## config.mk

```make
export PLATFORM = sky130hd
export DESIGN_NAME = alu_op_control_unit
export DESIGN_NICKNAME = d
export VERILOG_FILES = /design/src/rtl/alu_op_control_unit_pkg.sv /design/src/rtl/alu_op_control_unit_decode.sv /design/src/rtl/alu_op_control_unit.sv
export SDC_FILE = /design/constraint.sdc
export NUM_CORES = 1
export LEC_CHECK = 0
export ABC_AREA = 0
export CORE_ASPECT_RATIO = 1.25
export CORE_MARGIN = 2
export CORE_UTILIZATION = 35
export DETAILED_ROUTE_END_ITERATION = 8
export GPL_TIMING_DRIVEN = 1
export PLACE_DENSITY = 0.81
export SYNTH_ARGS = -nofsm -noshare
export SYNTH_HDL_FRONTEND = slang
export SYNTH_SLANG_ARGS = --single-unit
```

## constraint.sdc

```tcl
create_clock -name clock -period 2.7 [get_ports clock]
set_input_delay 0.54 -clock clock [delete_from_list [all_inputs] [get_ports clock]]
set_output_delay 0.54 -clock clock [all_outputs]
set_load 0.01 [all_outputs]
```

## src/rtl/alu_op_control_unit_pkg.sv

```systemverilog
// rtl/alu_op_control_unit_pkg.sv - shared state, class and opcode definitions for the ALU op sequencer
//
// Purpose: state encoding, instruction class codes, opcode values and the
//          opcode-to-class helper used by the decoder and the FSM.
package alu_op_control_unit_pkg;

    // Opcode values (5-bit field; wider OP_W zero-extends)
    localparam int unsigned OP_ADD = 32'd3;   // first binary op
    localparam int unsigned OP_ROL = 32'd11;  // last binary op
    localparam int unsigned OP_MUL = 32'd15;
    localparam int unsigned OP_DIV = 32'd16;
    localparam int unsigned OP_NEG = 32'd17;
    localparam int unsigned OP_NOT = 32'd18;

    typedef enum logic [3:0] {
        ST_IDLE = 4'd0,
        ST_T0   = 4'd1,
        ST_T1   = 4'd2,
        ST_T2   = 4'd3,
        ST_T3   = 4'd4,
        ST_T4   = 4'd5,
        ST_T5   = 4'd6,
        ST_T6   = 4'd7,
        ST_DONE = 4'd8
    } state_e;

    typedef enum logic [1:0] {
        CLS_BINARY  = 2'd0,
        CLS_MULDIV  = 2'd1,
        CLS_UNARY   = 2'd2,
        CLS_ILLEGAL = 2'd3
    } class_e;

    function automatic class_e classify(input logic [31:0] op);
        class_e c;
        if (op >= OP_ADD && op <= OP_ROL) begin
            c = CLS_BINARY;
        end else if (op == OP_MUL || op == OP_DIV) begin
            c = CLS_MULDIV;
        end else if (op == OP_NEG || op == OP_NOT) begin
            c = CLS_UNARY;
        end else begin
            c = CLS_ILLEGAL;
        end
        return c;
    endfunction

endpackage

```

## src/rtl/alu_op_control_unit_decode.sv

```systemverilog
// rtl/alu_op_control_unit_decode.sv - combinational IR field decoder for the ALU op sequencer
//
// Purpose: split IR into opcode and register fields, classify the opcode and
//          produce one-hot register selects. An out-of-range register index
//          used by the instruction's class demotes the class to illegal.
// Ports:
//   ir     in   32        instruction register contents
//   op     out  OP_W      opcode field IR[31 -: OP_W]
//   cls    out  class_e   instruction class (illegal on bad opcode or index)
//   ra_oh  out  NUM_REGS  one-hot ra (zero if out of range)
//   rb_oh  out  NUM_REGS  one-hot rb (zero if out of range)
//   rc_oh  out  NUM_REGS  one-hot rc (zero if out of range)
module alu_op_control_unit_decode
    import alu_op_control_unit_pkg::*;
#(
    parameter int NUM_REGS  = 16,
    parameter int REG_IDX_W = 4,
    parameter int OP_W      = 5
) (
    input  logic [31:0]         ir,
    output logic [OP_W-1:0]     op,
    output class_e              cls,
    output logic [NUM_REGS-1:0] ra_oh,
    output logic [NUM_REGS-1:0] rb_oh,
    output logic [NUM_REGS-1:0] rc_oh
);

    localparam int RA_MSB = 31 - OP_W;
    localparam int RB_MSB = RA_MSB - REG_IDX_W;
    localparam int RC_MSB = RB_MSB - REG_IDX_W;
    localparam int RC_LSB = RC_MSB - REG_IDX_W + 1;

    logic [REG_IDX_W-1:0] ra;
    logic [REG_IDX_W-1:0] rb;
    logic [REG_IDX_W-1:0] rc;
    logic                 ra_ok;
    logic                 rb_ok;
    logic                 rc_ok;
    logic                 idx_err;
    class_e               base_cls;
    logic                 unused_low;

    assign op = ir[31 -: OP_W];
    assign ra = ir[RA_MSB -: REG_IDX_W];
    assign rb = ir[RB_MSB -: REG_IDX_W];
    assign rc = ir[RC_MSB -: REG_IDX_W];

    // Bits below rc carry no meaning for this instruction set
    assign unused_low = ^ir[RC_LSB-1:0];

    assign ra_ok = 32'(ra) < 32'(NUM_REGS);
    assign rb_ok = 32'(rb) < 32'(NUM_REGS);
    assign rc_ok = 32'(rc) < 32'(NUM_REGS);

    assign ra_oh = ra_ok ? (NUM_REGS'(1) << ra) : '0;
    assign rb_oh = rb_ok ? (NUM_REGS'(1) << rb) : '0;
    assign rc_oh = rc_ok ? (NUM_REGS'(1) << rc) : '0;

    assign base_cls = classify(32'(op));

    // Only the fields a class actually uses can make it illegal
    always_comb begin
        idx_err = 1'b0;
        case (base_cls)
            CLS_BINARY: idx_err = !(ra_ok && rb_ok && rc_ok);
            CLS_MULDIV: idx_err = !(rb_ok && rc_ok);
            CLS_UNARY:  idx_err = !(ra_ok && rb_ok);
            default:    idx_err = 1'b0;
        endcase
    end

    assign cls = idx_err ? CLS_ILLEGAL : base_cls;

endmodule

```

## src/rtl/alu_op_control_unit.sv

```systemverilog
// rtl/alu_op_control_unit.sv - Moore control sequencer for fetch and ALU register ops
//
// Purpose: fetches one instruction (T0..T2, T1 stretched by MEM_WAIT) and runs
//          binary, unary and two-result mul/div ops, driving datapath strobes.
// Ports:
//   clock, clear (async active-high), run        inputs
//   ir [31:0]                                    IR contents, valid from T3
//   PCout MARin IncPC PCin read MDRin MDRout IRin Yin              strobes
//   Zhighin Zlowin ZHIout ZLOout HIin LOin                          Z/HI/LO strobes
//   Rin/Rout [NUM_REGS-1:0]                      one-hot register strobes
//   operation [OP_W-1:0]                         ALU opcode during execute
//   busy, done, illegal                          status
module alu_op_control_unit
    import alu_op_control_unit_pkg::*;
#(
    parameter int NUM_REGS  = 16,
    parameter int REG_IDX_W = 4,
    parameter int OP_W      = 5,
    parameter int MEM_WAIT  = 0
) (
    input  logic                clock,
    input  logic                clear,
    input  logic                run,
    input  logic [31:0]         ir,
    output logic                PCout,
    output logic                MARin,
    output logic                IncPC,
    output logic                PCin,
    output logic                read,
    output logic                MDRin,
    output logic                MDRout,
    output logic                IRin,
    output logic                Yin,
    output logic                Zhighin,
    output logic                Zlowin,
    output logic                ZHIout,
    output logic                ZLOout,
    output logic                HIin,
    output logic                LOin,
    output logic [NUM_REGS-1:0] Rin,
    output logic [NUM_REGS-1:0] Rout,
    output logic [OP_W-1:0]     operation,
    output logic                busy,
    output logic                done,
    output logic                illegal
);

    localparam logic [3:0] WAIT_INIT = 4'(MEM_WAIT);

    state_e              state_q;
    logic [3:0]          wait_q;
    logic [OP_W-1:0]     op;
    class_e              cls;
    logic [NUM_REGS-1:0] ra_oh;
    logic [NUM_REGS-1:0] rb_oh;
    logic [NUM_REGS-1:0] rc_oh;

    // IR is a datapath register held from T3 to the end of the instruction,
    // so decoding it live is stable across every execute state.
    alu_op_control_unit_decode #(
        .NUM_REGS  (NUM_REGS),
        .REG_IDX_W (REG_IDX_W),
        .OP_W      (OP_W)
    ) u_decode (
        .ir    (ir),
        .op    (op),
        .cls   (cls),
        .ra_oh (ra_oh),
        .rb_oh (rb_oh),
        .rc_oh (rc_oh)
    );

    always_ff @(posedge clock or posedge clear) begin
        if (clear) begin
            state_q <= ST_IDLE;
            wait_q  <= 4'd0;
        end else begin
            case (state_q)
                ST_IDLE: begin
                    if (run) begin
                        state_q <= ST_T0;
                    end
                end
                ST_T0: begin
                    state_q <= ST_T1;
                    wait_q  <= WAIT_INIT;
                end
                ST_T1: begin
                    // T1 lasts 1+MEM_WAIT cycles
                    if (wait_q == 4'd0) begin
                        state_q <= ST_T2;
                    end else begin
                        wait_q <= wait_q - 4'd1;
                    end
                end
                ST_T2: state_q <= ST_T3;
                ST_T3: state_q <= (cls == CLS_ILLEGAL) ? ST_IDLE : ST_T4;
                ST_T4: state_q <= (cls == CLS_UNARY) ? ST_DONE : ST_T5;
                ST_T5: state_q <= (cls == CLS_MULDIV) ? ST_T6 : ST_DONE;
                ST_T6: state_q <= ST_DONE;
                ST_DONE: state_q <= run ? ST_T0 : ST_IDLE;
                default: state_q <= ST_IDLE;
            endcase
        end
    end

    always_comb begin
        PCout     = 1'b0;
        MARin     = 1'b0;
        IncPC     = 1'b0;
        PCin      = 1'b0;
        read      = 1'b0;
        MDRin     = 1'b0;
        MDRout    = 1'b0;
        IRin      = 1'b0;
        Yin       = 1'b0;
        Zhighin   = 1'b0;
        Zlowin    = 1'b0;
        ZHIout    = 1'b0;
        ZLOout    = 1'b0;
        HIin      = 1'b0;
        LOin      = 1'b0;
        Rin       = '0;
        Rout      = '0;
        operation = '0;
        busy      = (state_q != ST_IDLE);
        done      = 1'b0;
        illegal   = 1'b0;
        case (state_q)
            ST_T0: begin
                PCout  = 1'b1;
                MARin  = 1'b1;
                IncPC  = 1'b1;
                Zlowin = 1'b1;
            end
            ST_T1: begin
                ZLOout = 1'b1;
                PCin   = 1'b1;
                read   = 1'b1;
                MDRin  = 1'b1;
            end
            ST_T2: begin
                MDRout = 1'b1;
                IRin   = 1'b1;
            end
            ST_T3: begin
                operation = op;
                case (cls)
                    CLS_BINARY, CLS_MULDIV: begin
                        Rout = rb_oh;
                        Yin  = 1'b1;
                    end
                    CLS_UNARY: begin
                        Rout   = rb_oh;
                        Zlowin = 1'b1;
                    end
                    default: illegal = 1'b1;
                endcase
            end
            ST_T4: begin
                operation = op;
                case (cls)
                    CLS_BINARY: begin
                        Rout   = rc_oh;
                        Zlowin = 1'b1;
                    end
                    CLS_MULDIV: begin
                        Rout    = rc_oh;
                        Zhighin = 1'b1;
                        Zlowin  = 1'b1;
                    end
                    CLS_UNARY: begin
                        ZLOout = 1'b1;
                        Rin    = ra_oh;
                    end
                    default: operation = op;
                endcase
            end
            ST_T5: begin
                operation = op;
                if (cls == CLS_MULDIV) begin
                    ZHIout = 1'b1;
                    HIin   = 1'b1;
                end else begin
                    ZLOout = 1'b1;
                    Rin    = ra_oh;
                end
            end
            ST_T6: begin
                operation = op;
                ZLOout    = 1'b1;
                LOin      = 1'b1;
            end
            ST_DONE: done = 1'b1;
            default: busy = (state_q != ST_IDLE);
        endcase
    end

endmodule
```

==> flow_metrics.tcl, run 1 <==
set metrics [dict create \
    p_int_mw 0.6533 \
    cp_slowest_cell "or3b_4" \
    cts_sinks 8 \
    clkTransAtPathRegs_ns 0.04 \
    worst-path-stages 9 \
    h-tree-depth 1 \
    cts_tree "yes" \
    max_freq_mhz 370.0 \
    worstPathMaxFanout 4 \
    synth_common_cells "29 x nor2_1, 13 x nand2b_1, 10 x nand3_1, 10 x o32ai_1" \
    synth_top_family_by_area "simple AND/OR/NAND/NOR gates" \
    synth_mux_area_share_pct 0.7835 \
    reg2reg_from "state_q[0]$_DFFE_PP0P_" \
    viasPerCell 5.530 \
    crit_family "simple AND/OR/NAND/NOR gates" \
    cap_violations 0 \
    ys.flop_type "dfrtp_1" \
    finish.instance_area_um2 2337 \
    crit_type "in -> out" \
    fin_crit_sh_pct 100.1 \
    grt_usage_pct 22.92 \
    slew_viol_final 0 \
    cpMostUsedCell "buf_6" \
    cts_buffers 3 \
    drt_iter0_drc 103 \
    final_nets 327 \
    yosysUniqueCellTypes 48 \
    p_leak_nw 1.029 \
    ios 90 \
    grt_pass1_vias 1753 \
    timing.rr.end "wait_q[3]$_DFFE_PP0P_" \
    endpoint "Rin[4]" \
    synth_top_area_share_pct 15.67 \
    hold_path_depth 1 \
    seqPwrFrac_pct 14.2 \
    powerDensity_nw_per_um2 485.6 \
    power_frac_comb_pct 73.4 \
    synth_nets 221 \
    cp.arrival_ns 2.16 \
    peakVddDrop_mv 0.4523 \
    num_rows 24 \
    die_w_um 58.04 \
    ant_nets 0 \
    grt_overflow 0 \
    gp_congestion 0.8926 \
    dpl_worst_slack_ns -0.7471 \
    die_area_um2 4152 \
    p_clk_share_pct 12.3 \
    finalNonFillerCells 328 \
    worstPathRequired_ns 2.16 \
    clock_latency_ns 0.22 \
    violations "setup timing" \
    yosys_warnings 0 \
    crit_buf_inv 4 \
    synth_cells 185 \
    ys_ff_latch 8 \
    core-area_um2 3483 \
    reg2reg_depth 6 \
    dr.pass1.iters 4 \
    synth_xor_xnor_area_share_pct 2.742 \
    start_util_pct 36.67 \
    setup_viol 1 \
    clock_path_buffers 2 \
    synth_compound_area_share_pct 24.58 \
    synth.most_common_cell "nor2_1" \
    cts.hold.buffers_added 0 \
    syn2layout_area_growth_pct 82.96 \
    antenna_found_initial 0 \
    switchingPower_mw 0.4816 \
    clock-root-buffer "clkbuf_8" \
    finalPower_mw 1.135 \
    yosysTopAreaCell "dfrtp_1" \
    place_inst 317 \
    cp-end-kind "output pin" \
    drc 0 \
    grt_pass1_wl_um 7741 \
    synth.cell_area_um2 1277 \
    fin_worst_skew_ns 0.005807 \
    dpl.hpwl_um 3585 \
    syn_area_per_cell_um2 6.905 \
    rsz0062_at_grt "true" \
    worstMarginPinSlew_ns 0.6367 \
    drive_above_1_share_pct 39.45 \
    grt_max_degree 16 \
    status "complete, but fails checks" \
    maxSlewHeadroom_pct 57.39 \
    slowest_delay_ns 0.44 \
    synth.yosys.seq_area_share_pct 15.67 \
    fin_util_pct 67.10 \
    routed_wl_um 4843 \
    numPortBuffers 74 \
    synthTopCellsByArea "dfrtp_1 16%, nor2_1 8.5%, o32ai_1 6.9%, nand2b_1 6.4%, nand3_1 3.9%" \
    synthArstFlopShare_pct 100.0 \
    yosys.area_share.simple_pct 45.84 \
    wl_per_cell_um 14.77 \
    synth_edf_count 0 \
    dpl_cell_area_um2 2256 \
    synthAdderAreaFrac_pct 0.9794 \
    diodes 0 \
    ff2ff_setup_slack_ns 0.78 \
    worst_setup_path_start_kind "primary input" \
    finalHoldViolCount 0 \
    num_vias 1814 \
    switching_share_pct 42.44 \
    path_cells "buf_6 > buf_6 > xnor2_4 > nor4b_4 > a22oi_2 > buf_4 > or3b_4 > nor3_2 > buf_2" \
    hold_class "reg -> reg" \
    fin_crit_ns 2.702 \
    fin_ws_ns -0.002387 \
    die_height_um 71.55 \
    startpoint "ir[28]" \
]
==> cells in the final DEF, fill, tap and decap left out, types with 3 or more instances in the layout <==
cell              n
buf_4            38
clkdlybuf4s50_1  31
buf_2            29
nor2_1           24
nand2b_1         13
nand3_1          10
inv_1             9
nand2_1           9
buf_6             8
dfrtp_1           8
o21ai_0           7
a21oi_1           7
nand4_1           6
and2_1            6
or3_1             5
o32ai_2           5
nor2b_1           5
o32ai_1           5
nor3_1            5
dlygate4sd2_1     5
nor3_2            4
clkbuf_2          4
xnor2_1           3
nor2_2            3
clkbuf_8          3
==> per-layer routing <==
| metal | share of wire (%) | GRT usage, % | vias up |
|---|---|---|---|
| met5 | 0 | 0 | - |
| met3 | 5.8 | 2.527 | 10 |
| li1 | - | - | 875 |
| met2 | 51 | 38.76 | 78 |
| met4 | 2.0 | 7.752 | 0 |
| met1 | 41 | 30.03 | 851 |
==> metrics by stage <==
step | setup TNS [ns] | hold WS, ns
5_1_grt | -0.3853 | 0.6061
3_3_place_gp | -22.71 | 0.5277
4_1_cts | -0.1792 | 0.5465
6_report | -0.002387 | 0.5481
2_1_floorplan | 0 | 0.3557
3_5_place_dp | -24.05 | 0.5475
==> power groups by stage <==
stage	clock, mW	combinational [mW]	sequential [mW]
6_report	0.140	0.833	0.161
5_1_grt	0.151	0.897	0.164
4_1_cts	0.141	0.806	0.161
3_5_place_dp	0	0.796	0.161
3_3_place_gp	0	0.785	0.160
2_1_floorplan	0	0.428	0.164
==> state kept, by name, summed over array words and instances (netlist names) <==
| name | count |
|---|---|
| wait_q | 4 |
| state_q | 4 |
==> how the worst min path moves through the flow <==
| stage | slack [ns] | from | end |
|---|---|---|---|
| 6_report | 0.55 | wait_q[0]$_DFFE_PP0P_ | wait_q[0]$_DFFE_PP0P_ |
| 5_1_grt | 0.61 | clear | state_q[3]$_DFFE_PP0P_ |
| 4_1_cts | 0.55 | wait_q[0]$_DFFE_PP0P_ | wait_q[0]$_DFFE_PP0P_ |
| 3_5_place_dp | 0.55 | wait_q[0]$_DFFE_PP0P_ | wait_q[0]$_DFFE_PP0P_ |
| 3_3_place_gp | 0.53 | wait_q[1]$_DFFE_PP0P_ | wait_q[1]$_DFFE_PP0P_ |
| 2_1_floorplan | 0.36 | clear | state_q[0]$_DFFE_PP0P_ |
==> what timing repair did <==
| action | CTS | global route |
|---|---|---|
| endpoints found under the hold margin | 0 | 0 |
| setup buffers | 6 | 1 |
| cloned | 1 | 0 |
| gates resized for setup | 169 | 19 |
| pin swaps | 13 | 13 |
| endpoints found under the setup margin | 39 | 36 |
==> logic make-up after synthesis <==
group | after synthesis
xor gates and xnor gates | 4
buffers and inverters | 25
muxes | 1
and+or+nand+nor | 104
AOI/OAI and AO/OA | 42
DFF | 8
adders and majority gates | 1
==> cell type report <==
cell class              instances  area (µm²)
multi-input cells             152        1090
clock buffers                   3       41.29
flip-flops and latches          8       200.2
inverters                       9       33.78
well taps                      39       48.80
repair buffers                117       923.4
fillers                       280        1146
(Power assumes the default switching activity.)
==> run 2: changes to the inputs <==
Settings changed: CORE_MARGIN 2 to 5, SKIP_CTS_REPAIR_TIMING from default to 1.
==> run 2 against run 1 <==
The run still ends with setup timing left. Sequential cell count unchanged. Clock power up 3%. Largest cell class unchanged. Worst hold slack worse by 0.00062 ns. Design area grew 2.9%. Core utilization grew 1.3 points. Clock-buffer cell count is the same. Via count fell by 1.3%. Non-clock buffer count up 1. Sequential power barely moved. Worst setup slack worse by 0.15 ns. Clock skew shrank 0.0048 ns. Power up 1.8%. Critical endpoint is now Rin[14].
==> flow_metrics.tcl, run 2 (same netlist as run 1, synthesis figures left out) <==
set metrics [dict create \
    reg_top3 "state_q x4, wait_q x4" \
    syn2layout_area_growth_pct 88.25 \
    grt_usage_pct 17.73 \
    fin_worst_skew_ns 0.001042 \
    wl_per_cell_um 15.05 \
    grt-busiest-layer "met2" \
    ant_nets 0 \
    die_area_um2 4966 \
    cts_buffers 3 \
    finalHoldViolCount 0 \
    dpl.hpwl_um 3745 \
    ff2ff_setup_slack_ns 0.82 \
    die_w_um 64.04 \
    grt_pass1_wl_um 7521 \
    ios 90 \
    clock-root-buffer "clkbuf_8" \
    grt_overflow 0 \
    fin_ws_ns -0.1483 \
    finalPower_mw 1.155 \
    final_common_cell "buf_4" \
    grt_max_degree 17 \
    powerDensity_nw_per_um2 480.4 \
    violations "setup timing" \
    reg2reg_depth 6 \
    cp-end-kind "output pin" \
    worstHoldStart "wait_q[1]$_DFFE_PP0P_" \
    clock_latency_ns 0.23 \
    grt_pass1_vias 1679 \
    fin_crit_sh_pct 105.5 \
    mostFrequentLayoutCells "40 x buf_4, 31 x clkdlybuf4s50_1, 26 x nor2_1" \
    antenna_found_initial 0 \
    grtUsageMet3_pct 1.590 \
    rsz0062_at_grt "true" \
    h-tree-depth 1 \
    grt_use_met1_pct 21.50 \
    nFillCells 282 \
    setup_viol 7 \
    dpl_cell_area_um2 2243 \
    cts_tree "yes" \
    cap_violations 0 \
    drive_above_1_share_pct 34.14 \
    worstMarginPinSlew_ns 0.4169 \
    drc 0 \
    worstPathMaxFanout 4 \
    worst_setup_path_start_kind "primary input" \
    whs_ns 0.5475 \
    diodes 0 \
    core-area_um2 3513 \
    viasPerCell 5.441 \
    reg2reg_from "state_q[0]$_DFFE_PP0P_" \
    final_nets 328 \
    num_vias 1790 \
    clock_path_buffers 2 \
    dr.pass1.iters 4 \
    hold_path_depth 2 \
    hold_class "reg -> reg" \
    status "complete, but fails checks" \
    worstPathRequired_ns 2.16 \
    fin_util_pct 68.45 \
    multiInputGateArea_um2 1060 \
    peakVddDrop_mv 0.6037 \
    timing.rr.end "wait_q[3]$_DFFE_PP0P_" \
    finish.instance_area_um2 2405 \
    clkTransAtPathRegs_ns 0.04 \
    die_height_um 77.55 \
    fin_crit_ns 2.848 \
    ff_latch_area_um2 200.2 \
    p_leak_nw 1.306 \
    cts_sinks 8 \
    gr-usage-met2_pct 32.60 \
    drt_iter0_drc 78 \
    whs_endpoint "wait_q[1]$_DFFE_PP0P_" \
    numPortBuffers 74 \
    routed_wl_um 4951 \
    maxSlewHeadroom_pct 72.14 \
    crit_type "in -> out" \
    gp_congestion 0.8692 \
    start_util_pct 36.36 \
    num_rows 24 \
    slew_viol_final 0 \
    cp.arrival_ns 2.31 \
    max_freq_mhz 351.1 \
]
run 2: how the worst max path moves through the flow:
stage / startpoint / to / slack (ns) / cells past startpoint
final: ir[27] / Rin[14] / -0.15 / 9
after detailed placement: ir[28] / Rout[4] / -0.77 / 7
after global routing: ir[27] / Rin[14] / -0.20 / 9
after CTS: ir[28] / Rout[12] / -0.78 / 7
after floorplan: ir[30] / Rin[2] / 0.21 / 5
after global placement: ir[28] / Rout[15] / -0.76 / 7
run 2: layout make-up:
cell class	count	area share (%)
timing repair buffer	118	42.46
clock buffer	3	1.717
inverter	9	1.405
sequential	8	8.325
multi-input combinational	152	44.07
tap	39	2.029
run 2: where the power goes:
part	internal (mW)	switching, mW
sequential	0.145	0.0166
clock	0.0966	0.0472
combinational	0.432	0.418
total	0.674	0.482
run 2: through the flow:
stage               std cells  worst slack [ns]  setup TNS [ns]
global route              329           -0.1995          -1.045
finish                    329           -0.1483         -0.3782
floorplan                 185            0.2122               0
global placement          317           -0.7607          -23.13
detailed placement        317           -0.7749          -24.07
CTS                       320           -0.7789          -24.43
run 2: worst max-delay path, cell delays in order:
cell and delay [ns]:
buf_6 0.09, or4b_4 0.56, o22a_4 0.29, a22oi_2 0.22
nand3b_1 0.21, buf_4 0.15, buf_6 0.08, nor2_2 0.02
buf_2 0.14
run 2: routing by layer:
| layer | wire length [µm] | up-vias |
|---|---|---|
| met5 | 0 | - |
| met1 | 1993 | 849 |
| met3 | 219 | 6 |
| met2 | 2688 | 52 |
| li1 | - | 883 |
| met4 | 49 | 0 |
